===== src/rtl/sys_pkg.sv =====
// Shared system types: ALU opcodes and the result-transmit FSM state encoding.
package sys_pkg;

  typedef enum logic [3:0] {
    OP_ADD = 4'd0,
    OP_SUB = 4'd1,
    OP_MUL = 4'd2,
    OP_AND = 4'd3,
    OP_OR  = 4'd4,
    OP_XOR = 4'd5,
    OP_SHL = 4'd6,
    OP_SHR = 4'd7
  } opcode_t;

  typedef enum logic [1:0] {
    IDLE    = 2'd0,
    SEND_LO = 2'd1,
    SEND_HI = 2'd2
  } tx_state_t;

endpackage


===== src/rtl/result_fifo.sv =====
// Small circular result buffer with naturally wrapping pointers and a combinational head read.
module result_fifo #(
  parameter int WIDTH = 16,
  parameter int DEPTH = 2
) (
  input  logic             CLK,
  input  logic             RST,
  input  logic             push,
  input  logic             pop,
  input  logic [WIDTH-1:0] wdata,
  output logic [WIDTH-1:0] rdata,
  output logic             full,
  output logic             empty
);

  localparam int AW = $clog2(DEPTH);

  logic [WIDTH-1:0] mem_q [DEPTH];
  logic [AW-1:0]    wr_ptr_q, wr_ptr_d;
  logic [AW-1:0]    rd_ptr_q, rd_ptr_d;
  logic [AW:0]      count_q, count_d;

  assign full  = (count_q == (AW+1)'(DEPTH));
  assign empty = (count_q == '0);
  assign rdata = mem_q[rd_ptr_q];

  // The caller only pushes when space exists or a pop frees a slot this cycle.
  always_comb begin
    wr_ptr_d = wr_ptr_q;
    rd_ptr_d = rd_ptr_q;
    count_d  = count_q;
    if (push) wr_ptr_d = wr_ptr_q + 1'b1;
    if (pop)  rd_ptr_d = rd_ptr_q + 1'b1;
    case ({push, pop})
      2'b10:   count_d = count_q + 1'b1;
      2'b01:   count_d = count_q - 1'b1;
      default: count_d = count_q;
    endcase
  end

  always_ff @(posedge CLK) begin
    if (RST) begin
      wr_ptr_q <= '0;
      rd_ptr_q <= '0;
      count_q  <= '0;
    end else begin
      wr_ptr_q <= wr_ptr_d;
      rd_ptr_q <= rd_ptr_d;
      count_q  <= count_d;
    end
  end

  // NOTE: storage is left out of reset; entries are only read once the count says they were written.
  always_ff @(posedge CLK) begin
    if (push) mem_q[wr_ptr_q] <= wdata;
  end

endmodule


===== src/rtl/alu_result_tx.sv =====
// Buffers ALU results and serializes each as two DATA_WIDTH frames, low half first.
// Define ALU_TX_COMPACT_EN to send a single frame when the upper half of a result is zero.
module alu_result_tx
  import sys_pkg::*;
#(
  parameter int DATA_WIDTH = 8,
  parameter int FIFO_DEPTH = 2
) (
  input  logic                    CLK,
  input  logic                    RST,
  input  logic [2*DATA_WIDTH-1:0] ALU_OUT,
  input  logic                    OUT_VALID,
  output logic [DATA_WIDTH-1:0]   TX_DATA,
  output logic                    TX_VALID,
  input  logic                    TX_READY,
  output logic                    BUSY,
  output logic                    DROP
);

  localparam int W = DATA_WIDTH;

  tx_state_t      state_q, state_d;
  logic [2*W-1:0] hold_q, hold_d;
  logic           drop_q, drop_d;
  logic           pop, push_ok;
  logic           fifo_full, fifo_empty;
  logic [2*W-1:0] fifo_head;

  result_fifo #(
    .WIDTH (2*W),
    .DEPTH (FIFO_DEPTH)
  ) u_fifo (
    .CLK   (CLK),
    .RST   (RST),
    .push  (push_ok),
    .pop   (pop),
    .wdata (ALU_OUT),
    .rdata (fifo_head),
    .full  (fifo_full),
    .empty (fifo_empty)
  );

  // A full FIFO still accepts a result when the FSM frees a slot in the same cycle.
  assign push_ok = OUT_VALID && (!fifo_full || pop);
  assign drop_d  = OUT_VALID && !push_ok;

  // NOTE: every variable is given a default first so no path leaves it unassigned (no latches).
  always_comb begin
    state_d = state_q;
    hold_d  = hold_q;
    pop     = 1'b0;
    unique case (state_q)
      IDLE: begin
        if (!fifo_empty) begin
          pop     = 1'b1;
          hold_d  = fifo_head;
          state_d = SEND_LO;
        end
      end
      SEND_LO: begin
        if (TX_READY) begin
          state_d = SEND_HI;
`ifdef ALU_TX_COMPACT_EN
          if (hold_q[2*W-1:W] == '0) begin
            if (!fifo_empty) begin
              pop     = 1'b1;
              hold_d  = fifo_head;
              state_d = SEND_LO;
            end else begin
              state_d = IDLE;
            end
          end
`endif
        end
      end
      SEND_HI: begin
        if (TX_READY) begin
          if (!fifo_empty) begin
            pop     = 1'b1;
            hold_d  = fifo_head;
            state_d = SEND_LO;
          end else begin
            state_d = IDLE;
          end
        end
      end
      default: state_d = IDLE;
    endcase
  end

  // NOTE: sequential state uses non-blocking assignments so every flop samples pre-edge values.
  always_ff @(posedge CLK) begin
    if (RST) begin
      state_q <= IDLE;
      hold_q  <= '0;
      drop_q  <= 1'b0;
    end else begin
      state_q <= state_d;
      hold_q  <= hold_d;
      drop_q  <= drop_d;
    end
  end

  always_comb begin
    TX_DATA = hold_q[W-1:0];
    if (state_q == SEND_HI) TX_DATA = hold_q[2*W-1:W];
  end

  assign TX_VALID = (state_q != IDLE);
  assign BUSY     = !fifo_empty || (state_q != IDLE);
  assign DROP     = drop_q;

endmodule


===== config.mk =====
export PLATFORM = sky130hd
export DESIGN_NAME = alu_result_tx
export DESIGN_NICKNAME = d
export VERILOG_FILES = /design/src/rtl/sys_pkg.sv /design/src/rtl/result_fifo.sv /design/src/rtl/alu_result_tx.sv
export SDC_FILE = /design/constraint.sdc
export NUM_CORES = 1
export LEC_CHECK = 0
export CAP_MARGIN = 25
export CORE_ASPECT_RATIO = 1.5
export CORE_MARGIN = 3
export CORE_UTILIZATION = 58
export DETAILED_ROUTE_END_ITERATION = 10
export PLACE_DENSITY = 0.83
export REMOVE_ABC_BUFFERS = 1
export SLEW_MARGIN = 20
export SYNTH_ARGS = -nofsm -noshare
export SYNTH_HDL_FRONTEND = slang
export SYNTH_HIERARCHICAL = 1
export SYNTH_SLANG_ARGS = --single-unit

===== constraint.sdc =====
create_clock -name CLK -period 4.3 [get_ports CLK]
set_input_delay 0.43 -clock CLK [delete_from_list [all_inputs] [get_ports CLK]]
set_output_delay 0.43 -clock CLK [all_outputs]
set_load 0.05 [all_outputs]

# After elaboration in Yosys (flattened, before gate mapping)
# Memory sizes are Yosys's and may differ from the RTL's. A register that Yosys moved wholly into a read port is not among the register bits.
# Cells that the tools add are included.
[totals]
reg_bits = 23
latch_bits = 0
mem_bits_rw = 32
mem_bits_ro = 0
output_inout_bits = 11
mem_count = 1
[op_classes]
add_sub_neg = 4
n_mul = 0
div = 0
n_lt_le_gt_ge = 0
n_eq_ne = 8
shift = 0
n_mux = 17
bitwise = 0
n_reduce_logical = 14
[memory_table]
columns = ["name", "depth", "width", "rd", "rd_clocked_by_memory_dff", "wr", "line_no", "text"]
rows = [
  ["u_fifo.mem_q", 2, 16, 1, 1, 1, "result_fifo.sv:18", "logic [WIDTH-1:0] mem_q [DEPTH];"],
]
[op_table]
columns = ["op", "n"]
rows = [
  ["2-to-1 mux 16 bit", 2],
  ["case mux 16 bit (2 select lines)", 1],
  ["2-to-1 mux 8 bit", 1],
  ["2-to-1 mux 1 bit", 7],
  ["== test 2 bit (second input constant)", 3],
  ["2-to-1 mux 2 bit", 3],
  ["inequality test 2 bit (second input constant)", 3],
  ["case mux 2 bit (3 select lines)", 1],
  ["nonzero test 2 bit", 3],
  ["== test 2 x 1 -> 1 bit (second input constant)", 2],
  ["logical NOT 2 bit", 2],
  ["case mux 2 bit (2 select lines)", 1],
  ["logical NOT 1 bit", 3],
  ["AND reduction 3 bit", 1],
  ["adder 1 bit (second input constant)", 2],
  ["adder 2 x 1 -> 2 bit (second input constant)", 1],
  ["logical AND 1 bit", 2],
  ["logical OR 1 bit", 2],
  ["case mux 1 bit (2 select lines)", 1],
  ["AND reduction 2 bit", 1],
  ["subtractor 2 x 1 -> 2 bit (second input constant)", 1],
]

# Depth between registers and ports, before layout
# Gate-level depths: netlist (run 1).
[depth]
word_depth = 8
ltp_mapped = 10

# Cells and area by module
# Netlist (run 1), hierarchy kept.
[by_module_without_submodules]
columns = ["module", "instances", "cells_each", "area_each_um2"]
rows = [
  ["result_fifo", 1, 72, 1356.3],
  ["alu_result_tx", 1, 114, 987.2],
]

# Worst setup path before layout (run 1)
# OpenSTA, ideal clock, no wires.
[synth_timing]
path_type = "reg-to-reg"
start = "reg u_fifo.count_q[0]"
end = "mem u_fifo.mem_q[0][0], enable pin"
arrival_time_ns = 1.836
required_ns = 3.912
setup_slack_ns = 2.076
path_stages_with_launch = 8
path_buffers = 2
period_less_slack_ns = 2.224
cell_sequence = "dfxtp_1 > nor2_1 > nor3_2 > buf_6 > buf_12 > o21a_1 > inv_1 > nor2_1"
[synth_between]
elab_chain_cells = 8
[synth_lines]
columns = ["item", "line_no", "text"]
rows = [
  ["start, declared", "result_fifo.sv:21", "logic [AW:0] count_q, count_d;"],
  ["start signal, assigned", "result_fifo.sv:49", "count_q <= count_d;"],
  ["logical NOT 2 bit (*)", "result_fifo.sv:24", "assign empty = (count_q == '0);"],
  ["net fifo_empty", "alu_result_tx.sv:26", "logic fifo_full, fifo_empty;"],
  ["2-to-1 mux 1 bit (*)", "alu_result_tx.sv:54, alu_result_tx.sv:78", ""],
  ["2-to-1 mux 1 bit", "alu_result_tx.sv:77", "if (TX_READY) begin"],
  ["case mux 1 bit (2 select lines) (*)", "alu_result_tx.sv:52", "unique case (state_q)"],
  ["net pop", "alu_result_tx.sv:25", "logic pop, push_ok;"],
  ["logical OR 1 bit (*)", "alu_result_tx.sv:44", "assign push_ok = OUT_VALID && (!fifo_full || pop);"],
  ["logical AND 1 bit (*)", "alu_result_tx.sv:44", ""],
  ["net push_ok", "alu_result_tx.sv:25", ""],
  ["2-to-1 mux 1 bit (*)", "result_fifo.sv:55", "if (push) mem_q[wr_ptr_q] <= wdata;"],
  ["2-to-1 mux 1 bit (not written as such) (*)", "result_fifo.sv:55", ""],
  ["end, declared", "result_fifo.sv:18", ""],
]
# Mark *: on every way through the listed nets, which the timed path passes. The rest lies on a longest branch.

# Worst setup path after layout (run 1)
[layout_timing]
start = "reg state_q[1]"
end = "out TX_DATA[6]"
[layout_between]
elab_chain_cells = 2
[layout_lines]
columns = ["item", "line_no", "text"]
rows = [
  ["start, declared", "alu_result_tx.sv:22", "tx_state_t state_q, state_d;"],
  ["start signal, assigned", "alu_result_tx.sv:98", "state_q <= state_d;"],
  ["== test 2 bit", "alu_result_tx.sv:106", "if (state_q == SEND_HI) TX_DATA = hold_q[2*W-1:W];"],
  ["2-to-1 mux 8 bit", "alu_result_tx.sv:106", ""],
  ["end, declared", "alu_result_tx.sv:13", "output logic [DATA_WIDTH-1:0] TX_DATA,"],
]
# Every way passes these cells.

==> qor.csv, run 1 <==
stage;metric;value;unit
cts;setup repair bufs after CTS;0;
timing;unrepaired setup endpoints after global routing;no;
critical_path;CP Class;flip-flop to output port;
timing;fin. max-slew vios;0;
finish;Fillers;266;
timing;Final Cycle Share;0.6506;
global_routing;initial antenna violation count;0;
routing;DRT Wirelength;3925;um
logic_synthesis;Area contributors post-synth;edfxtp_1 41%, dfxtp_1 21%, nand2b_1 8.5%, mux2_2 7.7%, mux2i_1 6.8%;
cts;CTS tree;built;
logic_synthesis;sequential-to-total area share from yosys stat;0.6151;
logic_synthesis;Yosys warnings;6;
logic_synthesis;largest area contributor in the netlist;edfxtp_1;
routing;Post-DRT Antenna Nets;0;
power_and_ir_drop;PnR Total Power;1.759;mW
run_status;status;finished, final reports clean;
timing;Least-Margin Pin Slew;808.6;ps
global_routing;vias in the first global route;1377;
logic_synthesis;post-synth cell types;28;
timing;setup violators final;0;
critical_path;Worst R2R Start;u_fifo/count_q[0]$_SDFFE_PP0P_;
critical_path;r2r endpoint;u_fifo/mem_q[0][14]$_DFFE_PP_;
placement;GPL Wtd Cong;0.7436;
hold_path;worst hold stages;2;
floorplanning;Initial Util;0.6194;
logic_synthesis;Seq cells post-synth;56;
finish;Area growth, synth to finish;17.78;%
global_routing;largest net degree at the start of global routing;41;
global_routing;first-pass GRT wire length;6258;um
critical_path;FF-to-FF path depth;6;
cts;CTS buffer count;5;
placement;dpl cells;251;
floorplanning;row count;27;
placement;Port Buffers;30;
logic_synthesis;Post-synth EDFFs;32;
placement;DPL Wire Length;2590;um
power_and_ir_drop;Pwr Density;637.3;nW/um2
job;Max Cap Violations;0;
routing;via count;1381;
placement;pre-CTS setup slack;1457;ps
hold_path;Hold Startpoint;hold_q[9]$_SDFFE_PP0P_;
cts;worst skew pair latency;300;ps
logic_synthesis;top cell type's share of synthesized area;0.4100;
cts;clk sinks;56;
floorplanning;Die H;83.85;um
power_and_ir_drop;Lkg Pwr;1.008;nW
global_routing;Overall Global Routing Usage;0.1724;
routing;TritonRoute pass-1 iters;4;
timing;crit path time final;2797;ps
finish;share of layout cells above drive strength 1;0.1389;
routing;Via density;5.332;
cts;Reg clk slew, reported paths;90;ps
finish;Util after Layout;0.7295;
floorplanning;Top Ports;31;
floorplanning;die width;57.90;um
routing;Routed WL per cell;15.15;um
logic_synthesis;Post-synth top cells;32 x edfxtp_1, 32 x nand2b_1, 25 x nand2_1;
timing;clock skew;4.166;ps
routing;initial detailed-routing violation count;59;
timing;Max Fclk;0.3575;GHz
critical_path;CP required;3870;ps
cts;root buffer cell;clkbuf_8;
critical_path;crit path max fanout;8;
cts;hold buffer count at cts;0;
critical_path;Worst Setup Start Kind;flip-flop;
cts;Post-CTS Resized;0;
cts;H-tree depth;2;
timing;Slew headroom;0.4603;
logic_synthesis;Synth Instances;186;
logic_synthesis;Syn Area/Cell;12.60;um2
global_routing;GR Overflow Total;0;
finish;nets;236;
timing;Setup TNS;0;ps
floorplanning;die area;4855;um2
routing;# DRC;0;
critical_path;crit end category;output port;
logic_synthesis;Main synth FF type;edfxtp_1;
cts;Longest Clk Path Bufs;2;
hold_path;WHS Endpoint;hold_q[9]$_SDFFE_PP0P_;
finish;final std cells w/o fill;259;
hold_path;Hold Path Class;flip-flop to flip-flop;
power_and_ir_drop;IR drop worst, VDD;0.0005015;V
logic_synthesis;ys async rst share;0;
critical_path;CP arrival;2370;ps
critical_path;reg-to-reg setup timing slack;1970;ps
logic_synthesis;mapped cell area;2343;um2
floorplanning;floorplan core area;3784;um2
finish;Ant. Diodes;0;
timing;final worst slack;1503;ps
timing;Hold Fails Final Rpt;0;
where the power goes:
group,switching (mW),internal [mW],total [mW]
Clock,0.153,0.172,0.325
Sequential,0.0836,0.694,0.778
Combinational,0.373,0.283,0.656
per-layer routing:
metal,share of wire,track usage,up-vias
li1,-,-,684
met1,0.37,0.1829,666
met2,0.57,0.3220,25
met3,0.043,0.03406,6
met4,0.015,0.06329,0
met5,0,0,-
cell usage in the layout (no fill, tap or decap), drive strengths merged:
cell,n
clkdlybuf4s50,29
clkbuf,5
nor4b,1
or3,1
and3b,1
and2b,1
edfxtp,32
clkinv,2
mux2,16
nand2b,32
and2,1
o21a,1
mux2i,16
xor2,1
or2b,1
nor3,1
nand2,25
a21oi,2
ha,1
nor2b,3
dfxtp,24
o21ai,1
inv,3
a2111oi,1
buf,2
xnor2,3
bufinv,1
nor2,9
sequential cells by signal, indices dropped and copies added, names as in the netlist, named ones only:
signal / flops
DROP: 1
hold_q: 16
state_q: 2
u_fifo/count_q: 2
u_fifo/mem_q: 32
u_fifo/rd_ptr_q: 1
u_fifo/wr_ptr_q: 1
critical path, stage by stage, from the launching register on:
cell             delay (ps)
dfxtp_1                 420
nor2b_1                 640
nand2_1                 130
nand2_1                  90
clkdlybuf4s50_1         790
layout make-up:
| type | count | area (um2) | area share |
|---|---|---|---|
| Timing Repair Buffer | 31 | 302.8 | 0.1097 |
| Sequential cell | 56 | 1441 | 0.5222 |
| Multi-Input combinational cell | 118 | 839.6 | 0.3042 |
| Inverter | 3 | 11.26 | 0.004080 |
| Clock buffer | 5 | 68.82 | 0.02493 |
| Clock inverter | 3 | 42.54 | 0.01541 |
| Tap cell | 43 | 53.80 | 0.01949 |
worst max-delay path by stage:
| stage | startpoint | endpoint | slack, ps | cells past startpoint |
|---|---|---|---|---|
| final | state_q[1]$_SDFFE_PP0P_ | TX_DATA[6] | 1500 | 4 |
| after global placement | TX_READY | u_fifo/mem_q[0][13]$_DFFE_PP_ | 1190 | 7 |
| after detailed placement | TX_READY | u_fifo/mem_q[0][5]$_DFFE_PP_ | 1460 | 7 |
| after CTS | state_q[1]$_SDFFE_PP0P_ | TX_DATA[6] | 1470 | 4 |
| after global routing | state_q[1]$_SDFFE_PP0P_ | TX_DATA[4] | 1370 | 4 |
| after floorplan | u_fifo/count_q[0]$_SDFFE_PP0P_ | u_fifo/mem_q[0][0]$_DFFE_PP_ | 1360 | 5 |
through the flow:
step                      hold WS, ps  area (um2)
after floorplan                 448.3        2283
after global placement          458.5        2651
after detailed placement        465.1        2654
after CTS                       482.8        2765
after global routing            490.4        2760
final                           478.8        2760
cell families (layout without fill, tap and decap cells):
family,after synthesis,count (layout),share of synthesized area
flip-flops,56,56,0.6151
multiplexers,32,32,0.1452
AND/OR/NAND/NOR,76,76,0.1757
adder cells (fa/ha/maj),1,1,0.005338
AO/OA/AOI/OAI,5,5,0.01335
buffers and inverters,12,42,0.03043
XOR/XNOR,4,4,0.01495
(Power assumes the default switching activity.)
==> run 2, diff against run 1 <==
CORE_UTILIZATION = 54   (was 58)
PLACE_DENSITY = 0.78   (was 0.83)
clock period = 2.75 ns   (was 4.3 ns; I/O delays follow)
==> qor.csv, run 2 (synthesized netlist as in run 1, its figures left out) <==
stage;metric;value;unit
placement;Post-DP Area;2691;um2
routing;via count;1389;
routing;initial detailed-routing violation count;31;
timing;Max Fclk;0.4123;GHz
finish;commonest non-fill, non-tap cells in the layout;32 x nand2b_1, 32 x edfxtp_1, 30 x clkdlybuf4s50_1, 25 x nand2_1, 24 x dfxtp_1;
placement;Port Buffers;30;
run_status;status;finished, final reports clean;
cts;H-tree depth;2;
critical_path;r2r endpoint;u_fifo/count_q[1]$_SDFFE_PP0P_;
global_routing;GR Overflow Total;0;
hold_path;WHS Endpoint;hold_q[14]$_SDFFE_PP0P_;
placement;dpl cells;258;
hold_path;worst hold stages;2;
critical_path;Worst R2R Start;u_fifo/count_q[0]$_SDFFE_PP0P_;
critical_path;reg-to-reg setup timing slack;800;ps
floorplanning;Top Ports;31;
floorplanning;Initial Util;0.5767;
hold_path;Hold Startpoint;hold_q[14]$_SDFFE_PP0P_;
critical_path;Worst Setup Start Kind;flip-flop;
cts;clk sinks;56;
timing;unrepaired setup endpoints after global routing;no;
global_routing;Overall Global Routing Usage;0.1667;
floorplanning;floorplan core area;4064;um2
routing;# DRC;0;
critical_path;critical-path cell list;or2b_1 -> nand2_1 -> nand2_1 -> clkdlybuf4s50_1;
critical_path;CP required;2480;ps
finish;nets;241;
floorplanning;die area;5183;um2
critical_path;crit path max fanout;8;
job;Max Cap Violations;0;
finish;Final Instance Area;2779;um2
finish;largest registers;u_fifo/mem_q (32), hold_q (16);
cts;CTS tree;built;
cts;hold buffer count at cts;0;
routing;Via density;5.222;
finish;max reg flops;32;
cts;CTS buffer count;5;
placement;DPL Wire Length;2807;um
critical_path;FF-to-FF path depth;6;
finish;Top reg by flops;u_fifo/mem_q;
cts;root buffer cell;clkbuf_8;
routing;Post-DRT Antenna Nets;0;
power_and_ir_drop;Pwr Density;960.8;nW/um2
power_and_ir_drop;PnR Total Power;2.670;mW
floorplanning;die width;59.79;um
cts;Reg clk slew, reported paths;90;ps
routing;Routed WL per cell;14.59;um
floorplanning;Die H;86.68;um
critical_path;CP arrival;2150;ps
global_routing;largest net degree at the start of global routing;22;
global_routing;first-pass GRT wire length;6444;um
routing;TritonRoute pass-1 iters;4;
cts;Longest Clk Path Bufs;2;
routing;DRT Wirelength;3880;um
global_routing;initial antenna violation count;0;
critical_path;Crit-path slowest cell;clkdlybuf4s50_1;
finish;Area growth, synth to finish;18.58;%
power_and_ir_drop;Lkg Pwr;1.025;nW
timing;Final Cycle Share;0.8819;
cts;Post-CTS Resized;0;
finish;final std cells w/o fill;266;
timing;setup violators final;0;
timing;Slew headroom;0.5243;
timing;Least-Margin Pin Slew;712.6;ps
timing;fin. max-slew vios;0;
timing;clock skew;4.665;ps
timing;Hold Fails Final Rpt;0;
placement;GPL Wtd Cong;0.7098;
critical_path;max incr delay on CP;810;ps
critical_path;crit path buf inv count;1;
floorplanning;row count;28;
cts;setup repair bufs after CTS;0;
critical_path;CP Class;flip-flop to output port;
hold_path;Hold Path Class;flip-flop to flip-flop;
finish;Ant. Diodes;0;
finish;share of layout cells above drive strength 1;0.1538;
critical_path;CP Depth;4;
critical_path;most frequent CP cell;nand2_1;
cts;worst skew pair latency;300;ps
global_routing;vias in the first global route;1465;
critical_path;CP delay by family, top;buffers and inverters;
critical_path;crit end category;output port;
power_and_ir_drop;IR drop worst, VDD;0.0008735;V
timing;crit path time final;2425;ps
run 2: cell types whose count changed in the layout (fill, tap and decap cells not counted), sizes merged:
cell           change
buf                +4
bufinv             -1
clkdlybuf4s50      +1
clkinv             +1
run 2: worst register-to-register path, delay by kind of cell (launching register included):
kind	cells	cell delay [ps]
AOI/OAI and AO/OA	1	170
adders and majority gates	1	330
buffers and inverters	1	330
DFF	1	410
and+or+nand+nor	3	660
run 2: stage by stage:
stage / hold WS (ps) / setup slack [ps] / setup TNS, ps / util
final: 482.8 / 324.6 / 0 / 0.6838
after detailed placement: 462.7 / 463.5 / 0 / 0.6623
after global routing: 499.3 / 192.0 / 0 / 0.6838
after global placement: 458.2 / 548.9 / 0 / 0.6623
after CTS: 484.6 / 296.6 / 0 / 0.6838
after floorplan: 344.1 / -190.6 / -3049 / -
run 2: worst max path at each step:
| stage | startpoint | slack, ps | endpoint |
|---|---|---|---|
| after floorplan | u_fifo/count_q[0]$_SDFFE_PP0P_ | -190 | u_fifo/mem_q[0][0]$_DFFE_PP_ |
| after global placement | TX_READY | 550 | u_fifo/count_q[1]$_SDFFE_PP0P_ |
| after detailed placement | TX_READY | 460 | u_fifo/count_q[1]$_SDFFE_PP0P_ |
| after CTS | state_q[0]$_SDFFE_PP0P_ | 300 | TX_DATA[3] |
| after global routing | state_q[0]$_SDFFE_PP0P_ | 190 | TX_DATA[3] |
| final | state_q[0]$_SDFFE_PP0P_ | 320 | TX_DATA[3] |
run 2: layout make-up:
type / count / area, um2
clock inverters: 3 / 18.77
flip-flops and latches: 56 / 1441
multi-input cells: 118 / 837.1
well taps: 45 / 56.30
repair buffers: 36 / 345.3
inverters: 3 / 11.26
fillers: 320 / 1285
clock buffers: 5 / 68.82
run 2: routing by layer:
metal / track usage / vias to the layer above / part of all wire
met1: 0.1755 / 656 / 0.39
met3: 0.05067 / 6 / 0.053
li1: - / 699 / -
met4: 0.07258 / 0 / 0.012
met2: 0.2953 / 28 / 0.54
met5: 0 / - / 0
run 2: power breakdown:
part	internal, mW	total (mW)	switching (mW)
Combinational	0.456	1.03	0.578
Sequential	1.08	1.21	0.129
Clock	0.178	0.422	0.244
Total	1.72	2.67	0.952
==> run 3, diff against run 2 <==
RECOVER_POWER = 25   (was not set)
==> qor.csv, run 3 (synthesized netlist as in run 1, its figures left out) <==
stage;metric;value;unit
finish;area of the multi-input gates;837.1;um2
cts;hold buffer count at cts;0;
critical_path;CP required;2480;ps
placement;Port Buffers;30;
power_and_ir_drop;NetSw;0.9519;mW
power_and_ir_drop;Comb power frac;0.387;
timing;unrepaired setup endpoints after global routing;no;
floorplanning;Die H;86.68;um
finish;nets;241;
routing;via count;1401;
power_and_ir_drop;Sw Ratio;0.3569;
routing;Post-DRT Antenna Nets;0;
floorplanning;Initial Util;0.5767;
global_routing;initial antenna violation count;0;
cts;Post-CTS Resized;0;
timing;fin. max-slew vios;0;
power_and_ir_drop;IR drop worst, VDD;0.0008739;V
timing;Max Fclk;0.4111;GHz
placement;Post-DP Area;2691;um2
timing;Slew headroom;0.5258;
timing;Final Cycle Share;0.8846;
floorplanning;row count;28;
power_and_ir_drop;Int Power;1.715;mW
critical_path;CP Class;flip-flop to output port;
cts;Longest Clk Path Bufs;2;
floorplanning;die width;59.79;um
finish;max reg flops;32;
finish;Area growth, synth to finish;18.58;%
timing;setup violators final;0;
finish;Ant. Diodes;0;
placement;DPL Wire Length;2807;um
cts;worst skew pair latency;300;ps
finish;Top reg by flops;u_fifo/mem_q;
timing;Least-Margin Pin Slew;710.4;ps
timing;Hold Fails Final Rpt;0;
finish;share of layout cells above drive strength 1;0.1538;
floorplanning;die area;5183;um2
hold_path;Hold Path Class;flip-flop to flip-flop;
placement;GPL Wtd Cong;0.7098;
finish;Final Instance Area;2779;um2
routing;Via density;5.267;
timing;Setup TNS;0;ps
run_status;status;finished, final reports clean;
routing;TritonRoute pass-1 iters;4;
critical_path;crit path max fanout;8;
power_and_ir_drop;Reg power frac;0.455;
global_routing;vias in the first global route;1465;
global_routing;GR Overflow Total;0;
floorplanning;Top Ports;31;
finish;final std cells w/o fill;266;
routing;DRT Wirelength;3883;um
critical_path;CP arrival;2160;ps
finish;Fillers;320;
power_and_ir_drop;Pwr Density;959.7;nW/um2
floorplanning;floorplan core area;4064;um2
cts;clk sinks;56;
global_routing;first-pass GRT wire length;6444;um
routing;initial detailed-routing violation count;33;
placement;dpl cells;258;
finish;largest registers;u_fifo/mem_q (32), hold_q (16);
timing;crit path time final;2433;ps
critical_path;Worst Setup Start Kind;flip-flop;
cts;setup repair bufs after CTS;0;
timing;clock skew;4.512;ps
routing;# DRC;0;
critical_path;crit end category;output port;
routing;Routed WL per cell;14.60;um
cts;CTS tree;built;
finish;commonest non-fill, non-tap cells in the layout;32 x nand2b_1, 32 x edfxtp_1, 25 x nand2_1, 24 x dfxtp_1, 18 x clkdlybuf4s50_1;
global_routing;largest net degree at the start of global routing;22;
cts;H-tree depth;2;
cts;CTS buffer count;5;
job;Max Cap Violations;0;
power_and_ir_drop;Lkg Pwr;1.028;nW
finish;Seq. cell area;1441;um2
cts;Reg clk slew, reported paths;90;ps
power_and_ir_drop;PnR Total Power;2.667;mW
global_routing;Overall Global Routing Usage;0.1667;
timing;Hold Worst Slack;482.8;ps
cts;root buffer cell;clkbuf_8;
power_and_ir_drop;clock network fraction of total power;0.158;
==> run 3: metrics by stage <==
stage	util	worst slack, ps
6_report	0.6838	317.3
5_1_grt	0.6838	192.0
4_1_cts	0.6838	296.6
3_5_place_dp	0.6623	463.5
3_3_place_gp	0.6623	548.9
2_1_floorplan	-	-190.6
==> run 3: layout make-up <==
| cell class | count | share of cell area |
|---|---|---|
| Timing Repair Buffer | 36 | 0.1243 |
| Tap cell | 45 | 0.02026 |
| Clock inverter | 3 | 0.006754 |
| Multi-Input combinational cell | 118 | 0.3012 |
| Sequential cell | 56 | 0.5187 |
| Inverter | 3 | 0.004052 |
| Clock buffer | 5 | 0.02476 |
==> run 3: worst max-delay path, stage by stage, from the launching register on <==
cell             delay, ps
dfxtp_1                510
or2b_1                 360
nand2_1                110
nand2_1                 80
clkdlybuf4s50_1        800
==> run 3: routing by layer <==
metal | wire length (um) | GRT usage | vias up | share of wire
met5 | 0 | 0 | - | 0
met4 | 49 | 0.07258 | 0 | 0.013
met3 | 201 | 0.05067 | 6 | 0.052
met2 | 2100 | 0.2953 | 29 | 0.54
met1 | 1531 | 0.1755 | 667 | 0.39
li1 | - | - | 699 | -
==> run 3: worst paths after layout <==
| check | start | end | slack (ps) | cells past startpoint |
|---|---|---|---|---|
| setup reg to reg | u_fifo/count_q[0]$_SDFFE_PP0P_ | u_fifo/count_q[1]$_SDFFE_PP0P_ | 800 | 6 |
| hold reg to reg | hold_q[14]$_SDFFE_PP0P_ | hold_q[14]$_SDFFE_PP0P_ | 480 | 2 |
| hold / removal | hold_q[14]$_SDFFE_PP0P_ | hold_q[14]$_SDFFE_PP0P_ | 480 | 2 |
| setup / recovery | state_q[0]$_SDFFE_PP0P_ | TX_DATA[5] | 320 | 4 |
==> run 3: power groups by stage <==
stage	sequential [mW]	clock [mW]	combinational, mW
after floorplan	1.20	0	0.746
after global placement	1.22	0	1.01
after detailed placement	1.24	0	1.04
after CTS	1.22	0.439	1.05
after global routing	1.24	0.470	1.11
final	1.21	0.422	1.03
